==> config.mk <==
export PLATFORM = sky130hd
export DESIGN_NAME = seq_shift_add_mult
export DESIGN_NICKNAME = d
export VERILOG_FILES = /design/src/rtl/seq_shift_add_mult.sv
export SDC_FILE = /design/constraint.sdc
export NUM_CORES = 1
export LEC_CHECK = 0
export ABC_AREA = 1
export CORE_AREA = 10 10 71 58
export DETAILED_ROUTE_END_ITERATION = 6
export DIE_AREA = 0 0 81 68
export PLACE_DENSITY = 0.75
export SLEW_MARGIN = 20
export SYNTH_ARGS = -nofsm -noshare
export SYNTH_HDL_FRONTEND = slang
export SYNTH_SLANG_ARGS = --single-unit
==> constraint.sdc <==
create_clock -name clk -period 1.8 [get_ports clk]
set_input_delay 0.18 -clock clk [delete_from_list [all_inputs] [get_ports clk]]
set_output_delay 0.18 -clock clk [all_outputs]
set_load 0.02 [all_outputs]
==> src/rtl/seq_shift_add_mult.sv <==
// Sequential shift-add multiplier, WIDTH x WIDTH -> 2*WIDTH, one partial-product step per clock.
// Define MULT_SIGNED_EN to add two's-complement operands (sign-magnitude) selected by signed_mode.
module seq_shift_add_mult #(
  parameter int WIDTH = 4
) (
  input  logic                 clk,
  input  logic                 rst_n,
  input  logic                 start,
  input  logic                 abort,
  input  logic                 signed_mode,
  input  logic [WIDTH-1:0]     a,
  input  logic [WIDTH-1:0]     b,
  output logic                 busy,
  output logic                 done,
  output logic [2*WIDTH-1:0]   product
);

  localparam int CW = $clog2(WIDTH + 1);
  localparam logic [CW-1:0] LAST_CNT = CW'(WIDTH - 1);

  typedef enum logic [1:0] {
    ST_IDLE,
    ST_RUN,
    ST_DONE
  } state_t;

  state_t             r_state;
  state_t             w_next_state;
  logic               w_accept;
  logic               w_step;
  logic               w_finish;

  logic [WIDTH-1:0]   r_mcand;
  logic [WIDTH-1:0]   r_mplier;
  logic [WIDTH-1:0]   r_acc;
  logic [CW-1:0]      r_cnt;
  logic [2*WIDTH-1:0] r_product;

  logic [WIDTH-1:0]   w_a_mag;
  logic [WIDTH-1:0]   w_b_mag;
  logic [WIDTH-1:0]   w_addend;
  logic [WIDTH:0]     w_sum;
  logic [2*WIDTH-1:0] w_prod_mag;
  logic [2*WIDTH-1:0] w_prod_fix;

  // State register.
  // NOTE: clocked state uses non-blocking (<=) so every flop samples pre-edge values, whatever the block order.
  always_ff @(posedge clk or negedge rst_n) begin
    if (!rst_n) r_state <= ST_IDLE;
    else        r_state <= w_next_state;
  end

  // Next-state and output decode.
  // NOTE: every signal driven here gets a default first, so no path leaves it unassigned and no latch is inferred.
  always_comb begin
    w_next_state = r_state;
    w_accept     = 1'b0;
    busy         = 1'b0;
    done         = 1'b0;
    case (r_state)
      ST_IDLE: begin
        if (start) begin
          w_accept     = 1'b1;
          w_next_state = ST_RUN;
        end
      end
      ST_RUN: begin
        busy = 1'b1;
        if (abort)                  w_next_state = ST_IDLE;
        else if (r_cnt == LAST_CNT) w_next_state = ST_DONE;
      end
      ST_DONE: begin
        done = 1'b1;
        // abort is deliberately not looked at here: a start in DONE always wins.
        if (start) begin
          w_accept     = 1'b1;
          w_next_state = ST_RUN;
        end else begin
          w_next_state = ST_IDLE;
        end
      end
      default: w_next_state = ST_IDLE;
    endcase
  end

  assign w_step   = (r_state == ST_RUN) && !abort;
  assign w_finish = w_step && (r_cnt == LAST_CNT);

  // One shift-add step: the carry out of the add becomes the new top bit after the shift.
  assign w_addend   = r_mplier[0] ? r_mcand : '0;
  assign w_sum      = {1'b0, r_acc} + {1'b0, w_addend};
  assign w_prod_mag = {w_sum, r_mplier[WIDTH-1:1]};

`ifdef MULT_SIGNED_EN
  localparam logic [WIDTH-1:0]   ONE_W  = WIDTH'(1);
  localparam logic [2*WIDTH-1:0] ONE_2W = (2 * WIDTH)'(1);

  logic r_neg;
  logic w_neg;

  // abs(-2^(W-1)) = 2^(W-1) still fits in W unsigned bits, so the full range stays exact.
  assign w_a_mag    = (signed_mode && a[WIDTH-1]) ? (~a + ONE_W) : a;
  assign w_b_mag    = (signed_mode && b[WIDTH-1]) ? (~b + ONE_W) : b;
  assign w_neg      = signed_mode && (a[WIDTH-1] ^ b[WIDTH-1]);
  assign w_prod_fix = r_neg ? (~w_prod_mag + ONE_2W) : w_prod_mag;

  always_ff @(posedge clk or negedge rst_n) begin
    if (!rst_n)        r_neg <= 1'b0;
    else if (w_accept) r_neg <= w_neg;
  end
`else
  logic w_unused_signed_mode;

  assign w_unused_signed_mode = signed_mode;
  assign w_a_mag    = a;
  assign w_b_mag    = b;
  assign w_prod_fix = w_prod_mag;
`endif

  // Datapath: operand capture, shift-add iteration and result register.
  always_ff @(posedge clk or negedge rst_n) begin
    if (!rst_n) begin
      r_mcand   <= '0;
      r_mplier  <= '0;
      r_acc     <= '0;
      r_cnt     <= '0;
      r_product <= '0;
    end else if (w_accept) begin
      r_mcand  <= w_a_mag;
      r_mplier <= w_b_mag;
      r_acc    <= '0;
      r_cnt    <= '0;
    end else if (w_step) begin
      r_acc    <= w_sum[WIDTH:1];
      r_mplier <= {w_sum[0], r_mplier[WIDTH-1:1]};
      r_cnt    <= r_cnt + CW'(1);
      if (w_finish) r_product <= w_prod_fix;
    end
  end

  assign product = r_product;

endmodule

Yosys cells after proc, flatten, opt, wreduce, memory -nomap -nowiden
Index checks and enable logic that the tools add are counted.

storage, ports and cells
  bits in registers = 25
  bits in latches = 0
  memory bits (writable) = 0
  ROM bits = 0
  bits of input ports = 13
  output and inout port bits = 10
  logic and storage cells = 38
  memories kept = 0

operators by class
  $add $sub $neg = 2
  multiply operators = 0
  div/mod/pow operators = 0
  order comparisons = 0
  equality and inequality tests = 5
  shift operators = 0
  multiplexer cells = 16
  bitwise logic cells = 1
  reduce and logical (&&, ||, !) cells = 8

operator list
  cell                                                              count
  4-bit two-way mux                                                 5
  2-bit two-way mux                                                 3
  3-bit two-way mux                                                 2
  2-bit case mux with 3 select lines                                1
  4-bit by 4-bit adder with 5-bit output                            1
  1-bit two-way mux                                                 5
  3-bit by 1-bit adder with 3-bit output (second input constant)    1
  3-bit by 2-bit == test with 1-bit output (second input constant)  1
  3-bit by 2-bit != test with 1-bit output (second input constant)  1
  3-bit AND reduction                                               1
  2-bit by 1-bit == test with 1-bit output (second input constant)  1
  2-bit == test (second input constant)                             1
  1-bit logical AND                                                 2
  2-bit zero test                                                   1
  2-bit != test (second input constant)                             1
  2-bit AND reduction                                               1
  2-bit nonzero test                                                1
  2-bit OR reduction                                                1
  1-bit zero test                                                   1
  1-bit inverter                                                    1

Depth between registers and ports, before layout
Gate-level depths: netlist (run 1).

  depth in word-level cells = 5
  mapped depth = 8
  mapped depth without buffers = 8

Least setup slack after synthesis (run 1)
OpenSTA, ideal clock, no wires.

  kind = flip-flop to flip-flop
  start = register r_mplier[0]
  end = register r_acc[1]
  library setup time = 128 ps
  arrival = 1331 ps
  required time = 1672 ps
  setup slack = 342 ps
  stages on the path, launching flop included = 8
  buffers on the path = 0
  clock period less this slack = 1458 ps
  cell sequence = dfrtp_1 nand2_1 inv_1 ha_1 inv_1 fa_1 xor2_1 o22ai_1

on the way
  longest elaborated chain between the ends = 4

ends and longest elaborated chain
  item                                    line  RTL
  start, declared                         34    logic [WIDTH-1:0] r_mplier;
  start signal, assigned                  130   r_mplier <= w_b_mag;
  start signal, assigned                  135   r_mplier <= {w_sum[0], r_mplier[WIDTH-1:1]};
  4-bit two-way mux                       90    assign w_addend = r_mplier[0] ? r_mcand : '0;
  4-bit by 4-bit adder with 5-bit output  91    assign w_sum = {1'b0, r_acc} + {1'b0, w_addend};
  4-bit two-way mux                       133   end else if (w_step) begin
  4-bit two-way mux                       128   end else if (w_accept) begin
  end signal, assigned                    134   r_acc <= w_sum[WIDTH:1];
  end, declared                           35    logic [WIDTH-1:0] r_acc;

Every way passes these cells. The select of a mux whose other input is x is not followed.
A chain may end at the register's enable or synchronous reset.

Final worst setup path (run 1)
  start = register r_state[1]
  end = output busy

on the way
  longest elaborated chain between the ends = 2

ends and longest elaborated chain
  item                                      line  RTL
  start, declared                           27    state_t r_state;
  start signal, assigned                    50    else r_state <= w_next_state;
  2-bit by 1-bit == test with 1-bit output  60    case (r_state)
  1-bit two-way mux                         60
  end, declared                             13    output logic busy,

Every way passes these cells.

==> flow_summary.toml, run 1 <==
[pwr]
seqPwrFrac_pct = 44.2
sw_frac_of_total_pct = 37.5
power_density_nw_per_um2 = 1260
power_frac_comb_pct = 37.6
internal_power_mw = 1.19
p_sw_uw = 712
total_power_mw = 1.90
p_leak_nw = 0.778
vdd_drop_max_uv = 526
pwr-share-clk_pct = 18.2

[global_routing]
grt_pass1_vias = 951
overflow = 0
antenna_found_initial = 0
grt_max_degree = 26
grt_usage_pct = 9.68
grt_pass1_wl_mm = 4.23

[floorplan]
start_util_pct = 42.7
rows = 17
core_area_sq_um = 2810
die_width_um = 81
boundaryPins = 23
die_y_um = 68
die_area_sq_um = 5510

[worst_setup_path]
timing.rr.start = "r_mplier[0]"
critPathLaunchType = "flop"
critPathMaxFanout = 2
r2r_cells = 7
cp_data_arrival_time_ns = 1.46
critPathRequiredTime_ns = 1.62
crit_type = "reg2out"
r2r_slack_ns = 0.21
path_cells = "nor2_4 -> clkdlybuf4s50_1"
slowest_stage = "clkdlybuf4s50_1"
crit_path_max_incr_delay_ns = 0.62
rr_endpoint = "r_acc[1]"
critPathCaptureType = "output port"

[timing]
fmax_mhz = 610
drv_slew = 0
tns_ns = 0
slew_headroom_pct = 79.1
tightest_slew_ns = 0.313
setup_viol = 0
skew_ns = 0.00675
min_period_over_period_pct = 91.1
grt_setup_unrepaired = "false"
hold_viol = 0
finalCriticalPeriod_ns = 1.64

[clocking]
cts_setup_buffers = 0
clock_path_buffers = 2
cts_root_buf = "clkbuf_8"
cts_buffers = 3
ctsHoldBuffers = 0
htree_levels = 1
post_cts_resized = 0
clk_pin_slew_ns = 0.10
clock_latency_ns = 0.27
cts_tree = "yes"
numClockSinks = 25

[placed_design]
portBuffers = 21
dpl.hpwl_mm = 1.93
gp_congestion = 0.891
post-place-cells = 195

[routing]
dr_total_vias = 935
dr.pass1.iters = 4
drt_iter0_drc = 60
met3RoutedLength_um = 220
met1_length_mm = 1.13
viasPerCell = 4.70
highest_layer = "met4"
wl_mm = 2.47
dr_wl_met2_mm = 1.10
antenna_left = 0
drc = 0
drt-wirelength-per-cell_um = 12.4

[yosys]
syn_avg_cell_area_sq_um = 8.82
yosysWarningCount = 0
ys_seq_area_share_pct = 52.1
synthArstFlopShare_pct = 100
syn_area_sq_um = 1200
synth.distinct_cells = 19
ys_ff_latch = 25
syn_inst = 136
synth_edf_count = 0
syn_nets = 156
synth_ff_type = "dfrtp_1"

[run]
drv_cap = 0

[cells_and_area]
final_common_cell = "nand2_1"
nNetsFinal = 182
drive_above_1_share_pct = 9.94
syn_to_final_growth_pct = 25.2
final_cell_count_no_fill = 199
layout_common_cells = "nand2_1 (57), dfrtp_1 (25), clkdlybuf4s50_1 (21)"
antenna_cells = 0

[hold_path]
hp-class = "in2async"

[status]
status = "completed"
[layout make-up]
type	count	area, sq um
Fill cell	264	1310
Multi-Input combinational cell	92	490
Inverter	18	72.6
Timing Repair Buffer	22	218
Clock buffer	3	41.3
Sequential cell	25	626
Tap cell	38	47.5
Clock inverter	1	7.51
[stage by stage]
stage / util, % / instance area (sq um) / hold WS [ns] / setup slack, ns
2_1_floorplan: - / 1200 / -0.116 / 0.342
3_3_place_gp: 51.8 / 1450 / 0.457 / 0.252
3_5_place_dp: 51.8 / 1450 / 0.461 / 0.208
4_1_cts: 53.5 / 1500 / 0.277 / 0.141
5_1_grt: 53.5 / 1500 / 0.302 / 0.0955
6_report: 53.5 / 1500 / 0.266 / 0.160
[critical path, delay by kind of cell (launching register included)]
family	cells	cell delay (ns)
flops	1	0.42
buf+inv	1	0.62
simple gates	1	0.15
[cells in the mapped netlist (2+ instances only)]
cell / count / area share (%)
nand2_1: 57 / 18
nor2_1: 2 / 0.63
inv_1: 15 / 4.7
o21ai_2: 4 / 2.9
inv_2: 2 / 0.63
nand2_4: 2 / 1.9
ha_1: 6 / 6.3
nand3_1: 8 / 3.3
dfrtp_1: 25 / 52
a21oi_1: 2 / 0.83
o21ai_0: 4 / 1.7
o22ai_1: 2 / 1.0
[cell families after synthesis]
logic type / synth area share, %
AOI/OAI and AO/OA: 7.09
xor gates and xnor gates: 0.730
adders and majority gates: 7.92
buffers and inverters: 6.99
DFF: 52.1
and+or+nand+nor: 25.1
[flip-flops by register name (all words and copies together) (netlist names)]
name	flops
r_state	2
r_cnt	3
r_acc	4
r_mplier	4
product	8
r_mcand	4
[worst max-delay path by stage]
stage / endpoint / slack (ns) / start / cells past startpoint
3_3_place_gp: r_acc[1] / 0.25 / r_mplier[0] / 7
3_5_place_dp: r_acc[1] / 0.21 / r_mplier[0] / 7
5_1_grt: r_acc[3] / 0.1 / r_mplier[0] / 8
4_1_cts: busy / 0.14 / r_state[1] / 2
6_report: busy / 0.16 / r_state[1] / 2
2_1_floorplan: r_acc[1] / 0.34 / r_mplier[0] / 7
[power groups by stage]
stage | clock network, mW | registers, mW | logic [mW]
3_3_place_gp | 0 | 0.836 | 0.696
3_5_place_dp | 0 | 0.848 | 0.724
4_1_cts | 0.351 | 0.838 | 0.725
2_1_floorplan | 0 | 0.890 | 0.403
5_1_grt | 0.382 | 0.861 | 0.806
6_report | 0.346 | 0.839 | 0.713
[routing by layer]
layer / track usage (%) / vias to the layer above
li1: - / 472
met1: 12.1 / 430
met2: 15.4 / 31
met3: 4.32 / 2
met4: 1.72 / 0
met5: 0 / -
No activity file was read; power rests on OpenSTA's default activity.
==> inputs of run 2 (changes only) <==
CORE_AREA = 4 4 65 52   (was 10 10 71 58)
DIE_AREA = 0 0 69 56   (was 0 0 81 68)
==> flow_summary.toml, run 2 (synthesized netlist as in run 1, its figures left out) <==
[worst_setup_path]
critPathRequiredTime_ns = 1.62
timing.rr.start = "r_mplier[0]"
cp_data_arrival_time_ns = 1.45
critPathLaunchType = "flop"
critPathMaxFanout = 2
r2r_slack_ns = 0.20
crit_type = "reg2out"
r2r_cells = 7
rr_endpoint = "r_acc[1]"
critPathCaptureType = "output port"

[routing]
drt-wirelength-per-cell_um = 11.8
drt_iter0_drc = 61
antenna_left = 0
dr_total_vias = 934
viasPerCell = 4.69
wl_mm = 2.35
drc = 0
dr.pass1.iters = 4

[global_routing]
grt_usage_pct = 13.2
grt_max_degree = 26
overflow = 0
grt_pass1_wl_mm = 4.07
grt_pass1_vias = 896
antenna_found_initial = 0

[timing]
min_period_over_period_pct = 90.4
tightest_slew_ns = 0.311
skew_ns = 0.00529
finalCriticalPeriod_ns = 1.63
grt_setup_unrepaired = "false"
fin_worst_hold_slack_ns = 0.265
slew_headroom_pct = 79.2
drv_slew = 0
hold_viol = 0
fmax_mhz = 615
tns_ns = 0
setup_viol = 0

[clocking]
cts_root_buf = "clkbuf_8"
clk_pin_slew_ns = 0.09
ctsHoldBuffers = 0
numClockSinks = 25
htree_levels = 1
cts_setup_buffers = 0
clock_path_buffers = 2
clock_latency_ns = 0.27
cts_tree = "yes"
cts_buffers = 3
post_cts_resized = 0

[cells_and_area]
seq_area_sq_um = 626
layout_common_cells = "nand2_1 (57), dfrtp_1 (25), clkdlybuf4s50_1 (21)"
antenna_cells = 0
final_cell_area_sq_um = 1500
nFillCells = 264
drive_above_1_share_pct = 9.94
nNetsFinal = 182
multi_input_area_sq_um = 490
largest_reg_flops = 8
syn_to_final_growth_pct = 25.2
final_common_cell = "nand2_1"

[pwr]
power_density_nw_per_um2 = 1260
vdd_drop_max_uv = 555
p_leak_nw = 0.778

[floorplan]
die_y_um = 56
start_util_pct = 42.7
core_area_sq_um = 2810
die_width_um = 69
boundaryPins = 23
die_area_sq_um = 3860
rows = 17

[placed_design]
gp_congestion = 0.870
post_dp_cell_area_sq_um = 1450
portBuffers = 21
dpl.hpwl_mm = 1.79

[hold_path]
hp-class = "in2async"

[run]
drv_cap = 0

[status]
status = "completed"
[run 2: cell counts in the layout (fill, tap and decap cells not counted)]
Identical to the previous run, type by type.
[run 2: layer usage]
metal | GRT usage [%] | vias to the layer above | share of wire [%]
li1 | - | 474 | -
met2 | 20.4 | 27 | 43
met5 | 0 | - | 0
met3 | 5.05 | 5 | 6.0
met1 | 17.5 | 428 | 50
met4 | 3.34 | 0 | 0.89
[run 2: power by group]
part	leakage, nW	total (mW)	switching (mW)	internal, mW
combinational	0.428	0.715	0.418	0.296
clock	0.0217	0.340	0.183	0.157
sequential	0.329	0.836	0.103	0.734
[run 2: area by class of cell]
type	count	area share, %
flip-flops and latches	25	41.6
multi-input cells	92	32.6
repair buffers	22	14.5
inverters	18	4.83
well taps	38	3.16
clock buffers	3	2.75
clock inverters	1	0.500
[run 2: per-stage QoR]
stage | instances | setup slack, ns | util [%] | power, mW
after CTS | 199 | 0.163 | 53.5 | 1.90
final | 199 | 0.173 | 53.5 | 1.89
after floorplan | 136 | 0.342 | - | 1.29
after detailed placement | 195 | 0.201 | 51.8 | 1.56
after global routing | 199 | 0.0741 | 53.5 | 2.04
after global placement | 195 | 0.251 | 51.8 | 1.53
[run 2: worst max path at each step]
stage	start	to	cells past startpoint
floorplan	r_mplier[0]	r_acc[1]	7
global placement	r_mplier[0]	r_acc[1]	7
detailed placement	r_mplier[0]	r_acc[1]	7
CTS	r_state[1]	busy	2
global route	r_mplier[0]	r_acc[1]	7
finish	r_state[1]	busy	2
[run 2: worst max-delay path, stage by stage, from the launching register on]
cell	delay, ns
dfrtp_1	0.42
nor2_4	0.14
clkdlybuf4s50_1	0.61
